File: config.mk
export PLATFORM = sky130hd
export DESIGN_NAME = drbg_sequence_emitter
export DESIGN_NICKNAME = d
export VERILOG_FILES = /design/src/rtl/drbg_seq_pkg.sv /design/src/rtl/drbg_sequence_emitter_crc8.sv /design/src/rtl/drbg_sequence_emitter.sv
export SDC_FILE = /design/constraint.sdc
export NUM_CORES = 1
export LEC_CHECK = 0
export ABC_AREA = 1
export CORE_AREA = 2 2 132 108
export DETAILED_ROUTE_END_ITERATION = 7
export DIE_AREA = 0 0 134 110
export DONT_BUFFER_PORTS = 1
export GPL_TIMING_DRIVEN = 0
export PLACE_DENSITY = 0.48
export SLEW_MARGIN = 20
export SYNTH_ARGS = -nofsm -noshare
export SYNTH_HDL_FRONTEND = slang
export SYNTH_SLANG_ARGS = --single-unit
File: constraint.sdc
create_clock -name clk -period 3.7 [get_ports clk]
set_clock_uncertainty 0.05 [all_clocks]
set_input_delay 0.37 -clock clk [delete_from_list [all_inputs] [get_ports clk]]
set_output_delay 0.37 -clock clk [all_outputs]
set_load 0.03 [all_outputs]
File: src/rtl/drbg_seq_pkg.sv
// Shared DRBG sequence beacon definitions: FSM encodings, sync/CRC constants and the CRC-8 step.
// Also imported by the descrambler-side extractor so both ends agree on the framing.
package drbg_seq_pkg;

    localparam logic [2:0] ST_IDLE        = 3'd0;
    localparam logic [2:0] ST_WAIT_LINE   = 3'd1;
    localparam logic [2:0] ST_WAIT_OFFSET = 3'd2;
    localparam logic [2:0] ST_PREAMBLE    = 3'd3;
    localparam logic [2:0] ST_PAYLOAD     = 3'd4;
    localparam logic [2:0] ST_CRC         = 3'd5;
    localparam logic [2:0] ST_FINISH      = 3'd6;

    localparam logic [7:0] SEQ_PREAMBLE = 8'hAC;
    localparam logic [7:0] CRC8_POLY    = 8'h07;

    localparam int PREAMBLE_BITS     = 8;
    localparam int PAYLOAD_BITS      = 32;
    localparam int CRC_BITS          = 8;
    localparam int BEACON_BITS_NOCRC = PREAMBLE_BITS + PAYLOAD_BITS;
    localparam int BEACON_BITS_CRC   = PREAMBLE_BITS + PAYLOAD_BITS + CRC_BITS;

    // One MSB-first message bit into a non-reflected CRC-8 register.
    function automatic logic [7:0] crc8_step(input logic [7:0] crc, input logic bit_in);
        logic fb;
        fb = crc[7] ^ bit_in;
        return {crc[6:0], 1'b0} ^ (fb ? CRC8_POLY : 8'h00);
    endfunction

endpackage

File: src/rtl/drbg_sequence_emitter_crc8.sv
// Bit-serial CRC-8 (poly 0x07, init 0, no reflection, no final XOR) over the beacon payload.
module drbg_seq_crc8
    import drbg_seq_pkg::*;
(
    input  logic       clk,
    input  logic       reset_n,
    input  logic       clear,
    input  logic       bit_valid,
    input  logic       bit_in,
    output logic [7:0] crc
);

    logic [7:0] crc_q, crc_d;

    always_comb begin
        crc_d = crc_q;
        if (clear) begin
            crc_d = 8'h00;
        end else if (bit_valid) begin
            crc_d = crc8_step(crc_q, bit_in);
        end
    end

    always_ff @(posedge clk or negedge reset_n) begin
        if (!reset_n) begin
            crc_q <= 8'h00;
        end else begin
            crc_q <= crc_d;
        end
    end

    assign crc = crc_q;

endmodule

File: src/rtl/drbg_sequence_emitter.sv
// Serialises a per-frame snapshot of the DRBG sequence count into one blanking line as luma bits.
// Define DRBG_SEQ_EMIT_CRC_EN to append a CRC-8 after the 32-bit payload (48-bit beacon instead of 40).
module drbg_sequence_emitter
    import drbg_seq_pkg::*;
#(
    parameter logic [10:0] TX_LINE      = 11'd10,
    parameter logic [10:0] PIXEL_OFFSET = 11'd16,
    parameter int          BIT_PIXELS   = 4,
    parameter logic [7:0]  PREAMBLE     = SEQ_PREAMBLE,
    parameter logic [7:0]  LEVEL_HIGH   = 8'd235,
    parameter logic [7:0]  LEVEL_LOW    = 8'd16
) (
    input  logic        clk,
    input  logic        reset_n,
    input  logic        frame_start,
    input  logic        line_start,
    input  logic        pixel_en,
    input  logic [31:0] sequence_value,
    output logic        pixel_override,
    output logic [7:0]  pixel_level,
    output logic        tx_busy,
    output logic        tx_done,
    output logic [31:0] tx_sequence
);

    localparam int SW = (BIT_PIXELS > 1) ? $clog2(BIT_PIXELS) : 1;
    localparam logic [SW-1:0] SUB_LAST = SW'(BIT_PIXELS - 1);

    logic [2:0]    state_q, state_d;
    logic [10:0]   line_cnt_q, line_cnt_d;
    logic [10:0]   pix_cnt_q, pix_cnt_d;
    logic [SW-1:0] sub_cnt_q, sub_cnt_d;
    logic [4:0]    bit_idx_q, bit_idx_d;
    logic [31:0]   tx_sequence_q, tx_sequence_d;
    logic          override_q, override_d;
    logic [7:0]    level_q, level_d;
    logic          busy_q, busy_d;
    logic          done_q, done_d;

    logic [10:0]   slot;
    logic [10:0]   line_next;
    logic          in_beacon;
    logic          emit;
    logic          emit_bit;
    logic [2:0]    emit_state;
    logic [4:0]    emit_idx;
    logic [SW-1:0] emit_sub;
    logic [4:0]    last_idx;
    logic [2:0]    after_state;

`ifdef DRBG_SEQ_EMIT_CRC_EN
    logic          crc_clear;
    logic          crc_valid;
    logic          crc_bit;
    logic [7:0]    crc_value;

    drbg_seq_crc8 u_crc8 (
        .clk       (clk),
        .reset_n   (reset_n),
        .clear     (crc_clear),
        .bit_valid (crc_valid),
        .bit_in    (crc_bit),
        .crc       (crc_value)
    );
`endif

    always_comb begin
        state_d       = state_q;
        line_cnt_d    = line_cnt_q;
        pix_cnt_d     = pix_cnt_q;
        sub_cnt_d     = sub_cnt_q;
        bit_idx_d     = bit_idx_q;
        tx_sequence_d = tx_sequence_q;
        override_d    = override_q;
        level_d       = level_q;
        busy_d        = busy_q;
        done_d        = 1'b0;
        emit          = 1'b0;
        emit_bit      = 1'b0;
        emit_state    = state_q;
        emit_idx      = bit_idx_q;
        emit_sub      = sub_cnt_q;
        last_idx      = 5'd7;
        after_state   = ST_FINISH;
`ifdef DRBG_SEQ_EMIT_CRC_EN
        crc_clear     = 1'b0;
        crc_valid     = 1'b0;
        crc_bit       = 1'b0;
`endif

        // A strobe coinciding with line_start is slot 0 of the new line.
        slot      = line_start ? 11'd0 : pix_cnt_q;
        line_next = (line_cnt_q == 11'h7FF) ? line_cnt_q : line_cnt_q + 11'd1;
        in_beacon = (state_q == ST_PREAMBLE) || (state_q == ST_PAYLOAD) || (state_q == ST_CRC);

        if (line_start) begin
            pix_cnt_d = pixel_en ? 11'd1 : 11'd0;
        end else if (pixel_en && pix_cnt_q != 11'h7FF) begin
            pix_cnt_d = pix_cnt_q + 11'd1;
        end

        if (frame_start) begin
            line_cnt_d = 11'd0;
        end else if (line_start) begin
            line_cnt_d = line_next;
        end

        if (frame_start) begin
            tx_sequence_d = sequence_value;
            state_d       = (line_start && TX_LINE == 11'd0) ? ST_WAIT_OFFSET : ST_WAIT_LINE;
            override_d    = 1'b0;
            busy_d        = 1'b0;
            level_d       = LEVEL_LOW;
            sub_cnt_d     = '0;
            bit_idx_d     = 5'd0;
        end else if (line_start && (in_beacon || state_q == ST_WAIT_OFFSET)) begin
            // Line ended before the beacon fitted: give up for this frame.
            state_d    = ST_IDLE;
            override_d = 1'b0;
            busy_d     = 1'b0;
            level_d    = LEVEL_LOW;
            sub_cnt_d  = '0;
            bit_idx_d  = 5'd0;
        end else if (line_start && state_q == ST_WAIT_LINE && line_next == TX_LINE) begin
            state_d = ST_WAIT_OFFSET;
        end

        if (pixel_en) begin
            if (state_d == ST_WAIT_OFFSET && slot == PIXEL_OFFSET) begin
                emit       = 1'b1;
                emit_state = ST_PREAMBLE;
                emit_idx   = 5'd0;
                emit_sub   = '0;
            end else if (in_beacon && !frame_start && !line_start) begin
                emit = 1'b1;
            end else if (state_q == ST_FINISH && !frame_start) begin
                state_d    = ST_IDLE;
                override_d = 1'b0;
                busy_d     = 1'b0;
                level_d    = LEVEL_LOW;
                done_d     = 1'b1;
            end
        end

        if (emit) begin
            case (emit_state)
                ST_PREAMBLE: begin
                    emit_bit    = PREAMBLE[~emit_idx[2:0]];
                    last_idx    = 5'd7;
                    after_state = ST_PAYLOAD;
                end
                ST_PAYLOAD: begin
                    emit_bit    = tx_sequence_q[~emit_idx];
                    last_idx    = 5'd31;
`ifdef DRBG_SEQ_EMIT_CRC_EN
                    after_state = ST_CRC;
                    crc_valid   = (emit_sub == '0);
                    crc_bit     = emit_bit;
`else
                    after_state = ST_FINISH;
`endif
                end
`ifdef DRBG_SEQ_EMIT_CRC_EN
                ST_CRC: begin
                    emit_bit    = crc_value[~emit_idx[2:0]];
                    last_idx    = 5'd7;
                    after_state = ST_FINISH;
                end
`endif
                default: begin
                    emit_bit    = 1'b0;
                    last_idx    = 5'd7;
                    after_state = ST_FINISH;
                end
            endcase

            override_d = 1'b1;
            busy_d     = 1'b1;
            level_d    = emit_bit ? LEVEL_HIGH : LEVEL_LOW;
            state_d    = emit_state;
            bit_idx_d  = emit_idx;
            sub_cnt_d  = emit_sub + SW'(1);

            if (emit_sub == SUB_LAST) begin
                sub_cnt_d = '0;
                if (emit_idx == last_idx) begin
                    bit_idx_d = 5'd0;
                    state_d   = after_state;
`ifdef DRBG_SEQ_EMIT_CRC_EN
                    crc_clear = (after_state == ST_PAYLOAD);
`endif
                end else begin
                    bit_idx_d = emit_idx + 5'd1;
                end
            end
        end
    end

    always_ff @(posedge clk or negedge reset_n) begin
        if (!reset_n) begin
            state_q       <= ST_IDLE;
            line_cnt_q    <= 11'd0;
            pix_cnt_q     <= 11'd0;
            sub_cnt_q     <= '0;
            bit_idx_q     <= 5'd0;
            tx_sequence_q <= 32'd0;
            override_q    <= 1'b0;
            level_q       <= LEVEL_LOW;
            busy_q        <= 1'b0;
            done_q        <= 1'b0;
        end else begin
            state_q       <= state_d;
            line_cnt_q    <= line_cnt_d;
            pix_cnt_q     <= pix_cnt_d;
            sub_cnt_q     <= sub_cnt_d;
            bit_idx_q     <= bit_idx_d;
            tx_sequence_q <= tx_sequence_d;
            override_q    <= override_d;
            level_q       <= level_d;
            busy_q        <= busy_d;
            done_q        <= done_d;
        end
    end

    assign pixel_override = override_q;
    assign pixel_level    = level_q;
    assign tx_busy        = busy_q;
    assign tx_done        = done_q;
    assign tx_sequence    = tx_sequence_q;

endmodule

==> results.sh, run 1 <==
export IMPL_worstMarginPinSlew_ns=0.579
export IMPL_cts_buffer_depth=2
export IMPL_die_area_sq_mm=0.0147
export IMPL_drt_iter0_markers=176
export IMPL_clk_pin_slew_ns=0.06
export IMPL_post_route_drc_count=0
export IMPL_powerDensity_mw_per_mm2=420
export IMPL_grt_util_met3_pct=4.57
export IMPL_drt_pass1_iter_count=5
export IMPL_synth_cell_types=41
export IMPL_grt_overflow=0
export IMPL_cts_tree="yes"
export IMPL_synth_ff_type="dfrtp_1"
export IMPL_syn_nets=569
export IMPL_hold_path_class="input pin to flip-flop"
export IMPL_ys_warn_count=0
export IMPL_synth_avg_cell_area_sq_um=7.50
export IMPL_worstSkewPairLatency_ns=0.33
export IMPL_drv_slew=0
export IMPL_grt_usage_pct=15.1
export IMPL_path_max_fanout=8
export IMPL_fin_util_pct=33.9
export IMPL_viasPerCell=4.76
export IMPL_grt_use_met2_pct=23.0
export IMPL_grt_pass1_wl_um=17500
export IMPL_wl_per_cell_um=14.5
export IMPL_synth_area_leaders="dfrtp_1, nand2_1, nand3_1"
export IMPL_ir_worst_vdd_mv=0.210
export IMPL_nNetsFinal=585
export IMPL_finalCritPeriodShare_pct=92.2
export IMPL_required_ns=3.87
export IMPL_die_x_um=134
export IMPL_status="completed"
export IMPL_synth_edf_count=0
export IMPL_final_cell_mix="nand2_1, dfrtp_1, nand3_1"
export IMPL_fmax_mhz=293
export IMPL_arrival_ns=3.59
export IMPL_finalSetupViolations=0
export IMPL_grt_max_degree=76
export IMPL_min_period_ns=3.41
export IMPL_crit_path_end_kind="flip-flop"
export IMPL_start_kind="flip-flop"
export IMPL_coreArea_sq_mm=0.0134
export IMPL_synthSimpleGateAreaFrac_pct=35.8
export IMPL_synth_top_area_cell="dfrtp_1"
export IMPL_cts_sinks=75
export IMPL_synth_adder_area_share_pct=1.26
export IMPL_netlist_instances=528
export IMPL_start_util_pct=29.6
export IMPL_async_reset_ff_share_pct=100
export IMPL_slew_headroom_pct=61.4
export IMPL_rows=38
export IMPL_area_growth_syn_to_layout_pct=14.3
export IMPL_io_pins=80
export IMPL_wirelength_um=10600
export IMPL_max_cap_violations=0
export IMPL_leakage_uw=0.00216
export IMPL_synthDominantCellAreaShare_pct=46.8
export IMPL_gr_usage_met1_pct=21.3
export IMPL_syn_area_sq_mm=0.00396
export IMPL_hold_viol_final=0
export IMPL_seqCellArea_sq_mm=0.00188
export IMPL_multiInputGateArea_sq_mm=0.00182
export IMPL_grt_pass1_vias=3520
export IMPL_fin_cells=729
export IMPL_synth_compound_area_share_pct=7.93
export IMPL_synth_top_family_by_area="simple AND/OR/NAND/NOR gates"
export IMPL_rsz0062_at_grt="true"
export IMPL_setup_tns_ns=0
export IMPL_vias=3472
export IMPL_critPathKind="flip-flop to flip-flop"
export IMPL_ant_nets=0
export IMPL_fillerInstances=1446
export IMPL_root_buffer="clkbuf_16"
export IMPL_dieHeight_um=110
export IMPL_port_buffers=0
export IMPL_numCtsBuffers=9
export IMPL_final_layout_size_suffix_gt1_share_pct=8.74
export IMPL_gp_congestion=0.829
export IMPL_dp_final_hpwl_um=7750
export IMPL_synth_mux_area_share_pct=0.253
export IMPL_grt_antenna_before_repair=0
export IMPL_yosys_area_share_xor_xnor_pct=0.664
export IMPL_ys_seq_area_share_pct=47.4
export IMPL_placed_cells=708
export IMPL_synth_seq_cells=75
export IMPL_diodes=0
export IMPL_ctsHtreeMaxLevel=3
export IMPL_grt_busiest_layer="met2"
export IMPL_final_common_cell="nand2_1"
## logic make-up after synthesis
family / after synthesis
AND/OR/NAND/NOR: 324
AO/OA/AOI/OAI: 55
buffers and inverters: 66
XOR/XNOR: 3
flip-flops: 75
adder cells (fa/ha/maj): 4
multiplexers: 1
## worst max-delay path: stages, from the launching register on
cell      delay [ns]
dfrtp_1         0.44
ha_1            0.28
nand2_2         0.11
nor2_2          0.06
nand3_2         0.14
clkinv_1        0.14
nor2_1          0.18
nand3_1         0.11
nor2_1          0.14
nand3_2         0.12
nand2_1         0.15
nand4_4         0.18
nand2_2         0.24
inv_2           0.13
ha_1            0.22
nand3_1         0.14
inv_1           0.09
nand2_1         0.17
nand2_1         0.07
nand3_1         0.07
nand2_1         0.05
## sequential cells by signal, indices dropped and copies added, names as in the netlist
register and flops:
tx_done 1, pixel_level 8, sub_cnt_q 2, tx_sequence 32, pixel_override 1, line_cnt_q 11, pix_cnt_q 11, tx_busy 1
state_q 3, bit_idx_q 5
## path summary, 6_finish.rpt
path / cells past startpoint / slack, ns / from / end
setup / recovery: 20 / 0.29 / line_cnt_q[0] / state_q[1]
min in group asynchronous: 2 / 0.50 / reset_n / line_cnt_q[4]
hold reg to reg: 1 / 0.45 / pix_cnt_q[8] / pix_cnt_q[8]
max in group asynchronous: 2 / 2.71 / reset_n / tx_sequence[12]
hold / removal: 2 / 0.10 / sequence_value[17] / tx_sequence[17]
setup reg to reg: 20 / 0.29 / line_cnt_q[0] / state_q[1]
## cell usage after synthesis, drive strengths merged, types with 2 or more instances
library cell  number
a21oi             11
buf                4
clkbuf             9
dfrtp             74
ha                 4
inv               52
nand2            200
nand3             61
nand4              8
nor2              42
nor3              10
nor4               2
o21ai             27
o22ai              6
xnor2              2
## power by group
part | total [uW] | switching (uW) | internal, uW
sequential | 960 | 104 | 855
clock | 820 | 330 | 489
combinational | 119 | 81.8 | 37.2
total | 1900 | 517 | 1380
## final cells by class
type,count,area share (%)
Sequential cell,75,41.5
Multi-Input combinational cell,387,40.3
Clock buffer,14,5.84
Tap cell,180,4.98
Inverter,53,4.40
Buffer,13,1.41
Timing Repair Buffer,5,1.33
Clock inverter,2,0.221
## per-layer routing
metal,wire length [um],up-vias
li1,-,1752
met2,4440,82
met1,5420,1629
met3,620,9
met5,0,-
met4,97,0
## metrics by stage
step           setup slack, ns  hold WS, ns  area [sq um]  total power, uW
2_1_floorplan            0.922       0.0244          3960             1040
3_3_place_gp             0.298       0.0299          4180             1070
3_5_place_dp             0.308       0.0292          4180             1080
4_1_cts                  0.286       0.0956          4500             1930
5_1_grt               -0.00424        0.102          4520             1990
6_report                 0.287        0.104          4520             1900
## repair_timing
action,CTS,global route
hold endpoints to repair,75,0
resized for setup,0,1
buffers inserted,0,3
setup endpoints to repair,0,8
hold buffers,2,0
(Power assumes the default switching activity.)
==> run 2: changes to the inputs <==
Clock period 3.7 ns to 4.2 ns, I/O delays scaled along.
==> run 2 against run 1 <==
Sequential power is 12% lower; first-iteration DRC count is 10% lower; register-to-register slack better by 0.49 ns; clock-buffer cell count stayed put; non-clock buffer count is 3 lower; routed wire length is 0.14% higher; critical path depth is 1 higher; total power is 12% lower; via count is 0.26% higher; global-route usage stayed put; sequential cell count stayed put; sequential share of layout area is 0.25 points higher; critical path type unchanged; largest cell class unchanged; highest routed layer unchanged.
==> results.sh, run 2 (same netlist as run 1, synthesis figures left out) <==
export IMPL_hold_path_class="input pin to flip-flop"
export IMPL_ant_nets=0
export IMPL_grt_pass1_wl_um=17500
export IMPL_drv_slew=0
export IMPL_required_ns=4.37
export IMPL_status="completed"
export IMPL_cts_buffer_depth=2
export IMPL_nNetsFinal=582
export IMPL_fmax_mhz=292
export IMPL_cts_sinks=75
export IMPL_wl_per_cell_um=14.6
export IMPL_crit_path_end_kind="flip-flop"
export IMPL_cts_resized=0
export IMPL_leakage_uw=0.00215
export IMPL_slew_headroom_pct=61.9
export IMPL_start_util_pct=29.6
export IMPL_drt_iter0_markers=158
export IMPL_grt_max_degree=76
export IMPL_grt_overflow=0
export IMPL_dp_final_hpwl_um=7750
export IMPL_ir_worst_vdd_mv=0.184
export IMPL_rsz0062_at_grt="false"
export IMPL_path_max_fanout=10
export IMPL_grt_antenna_before_repair=0
export IMPL_die_area_sq_mm=0.0147
export IMPL_max_cap_violations=0
export IMPL_finalCritPeriodShare_pct=81.6
export IMPL_root_buffer="clkbuf_16"
export IMPL_die_x_um=134
export IMPL_clk_pin_slew_ns=0.06
export IMPL_arrival_ns=3.60
export IMPL_dieHeight_um=110
export IMPL_worstSkewPairLatency_ns=0.33
export IMPL_gp_congestion=0.829
export IMPL_finalSetupViolations=0
export IMPL_powerDensity_mw_per_mm2=372
export IMPL_hold_viol_final=0
export IMPL_vias=3481
export IMPL_placed_cells=708
export IMPL_largest_reg_flops=32
export IMPL_viasPerCell=4.79
export IMPL_area_growth_syn_to_layout_pct=13.6
export IMPL_final_layout_size_suffix_gt1_share_pct=8.24
export IMPL_rows=38
export IMPL_grt_pass1_vias=3520
export IMPL_cts_setup_buffers=0
export IMPL_worstMarginPinSlew_ns=0.571
export IMPL_fin_cells=726
export IMPL_ctsHtreeMaxLevel=3
export IMPL_cts_tree="yes"
export IMPL_wirelength_um=10600
export IMPL_drt_pass1_iter_count=5
export IMPL_setup_tns_ns=0
export IMPL_fin_hold_ws_ns=0.152
export IMPL_final_cell_mix="nand2_1, dfrtp_1, nand3_1"
export IMPL_grt_usage_pct=15.1
export IMPL_start_kind="flip-flop"
export IMPL_coreArea_sq_mm=0.0134
export IMPL_min_period_ns=3.43
export IMPL_critPathKind="flip-flop to flip-flop"
export IMPL_diodes=0
export IMPL_port_buffers=0
export IMPL_io_pins=80
export IMPL_numCtsBuffers=9
export IMPL_post_route_drc_count=0
export IMPL_final_common_cell="nand2_1"
## run 2: cell count changes in the layout (fill, tap and decap cells not counted), sizes merged
cell,delta
buf,-3
## run 2: power breakdown
group          internal, uW  total [uW]  switching, uW
clock                   431         723            292
combinational          32.8         105           71.9
sequential              754         846           92.0
total                  1220        1670            455
## run 2: worst paths after layout
path | start | to | slack, ns | depth (start not counted)
max | line_cnt_q[0] | state_q[1] | 0.77 | 21
min | sequence_value[17] | tx_sequence[17] | 0.15 | 2
max reg2reg | line_cnt_q[0] | state_q[1] | 0.77 | 21
min reg2reg | pix_cnt_q[8] | pix_cnt_q[8] | 0.45 | 1
max in group asynchronous | reset_n | pixel_level[4] | 3.19 | 2
min in group asynchronous | reset_n | line_cnt_q[3] | 0.59 | 2
## run 2: area by class of cell
cell class	instances	area [sq um]
Fill cell	1449	8860
Sequential cell	75	1880
Multi-Input combinational cell	387	1820
Clock buffer	14	264
Tap cell	180	225
Inverter	53	199
Buffer	13	63.8
Timing Repair Buffer	2	37.5
Clock inverter	2	10.0
## run 2: per-layer routing
layer	routed length [um]	track usage, %	vias to the layer above
met5	0	0	-
met2	4480	23.0	97
met1	5300	21.3	1628
met3	708	4.57	10
li1	-	-	1746
met4	98	3.42	0
## run 2: what timing repair did
item	4_1_cts	5_1_grt
hold buffers	2	0
setup endpoints to repair	0	0
hold endpoints to repair	75	0
## run 2: critical path, cell delays in order, from the launching register on
cell and delay (ns):
dfrtp_1 0.44, ha_1 0.28, nand2_2 0.11, nor2_2 0.06, nand3_2 0.14, clkinv_1 0.14
nor2_1 0.19, nand3_1 0.11, nor2_1 0.13, nand3_2 0.12, nand2_1 0.15, nand4_4 0.18
nand2_4 0.19, buf_6 0.16, inv_1 0.05, ha_1 0.21, nand3_1 0.14, inv_1 0.09
nand2_1 0.17, nand2_1 0.07, nand3_1 0.07, nand2_1 0.05
## run 2: per-stage QoR
step | instance area, sq um | power, uW | worst slack (ns) | utilization [%]
floorplan | 3960 | 913 | 1.42 | -
detailed placement | 4180 | 948 | 0.808 | 31.3
CTS | 4500 | 1700 | 0.786 | 33.6
finish | 4500 | 1670 | 0.773 | 33.6
global placement | 4180 | 945 | 0.798 | 31.3
global route | 4500 | 1750 | 0.472 | 33.6
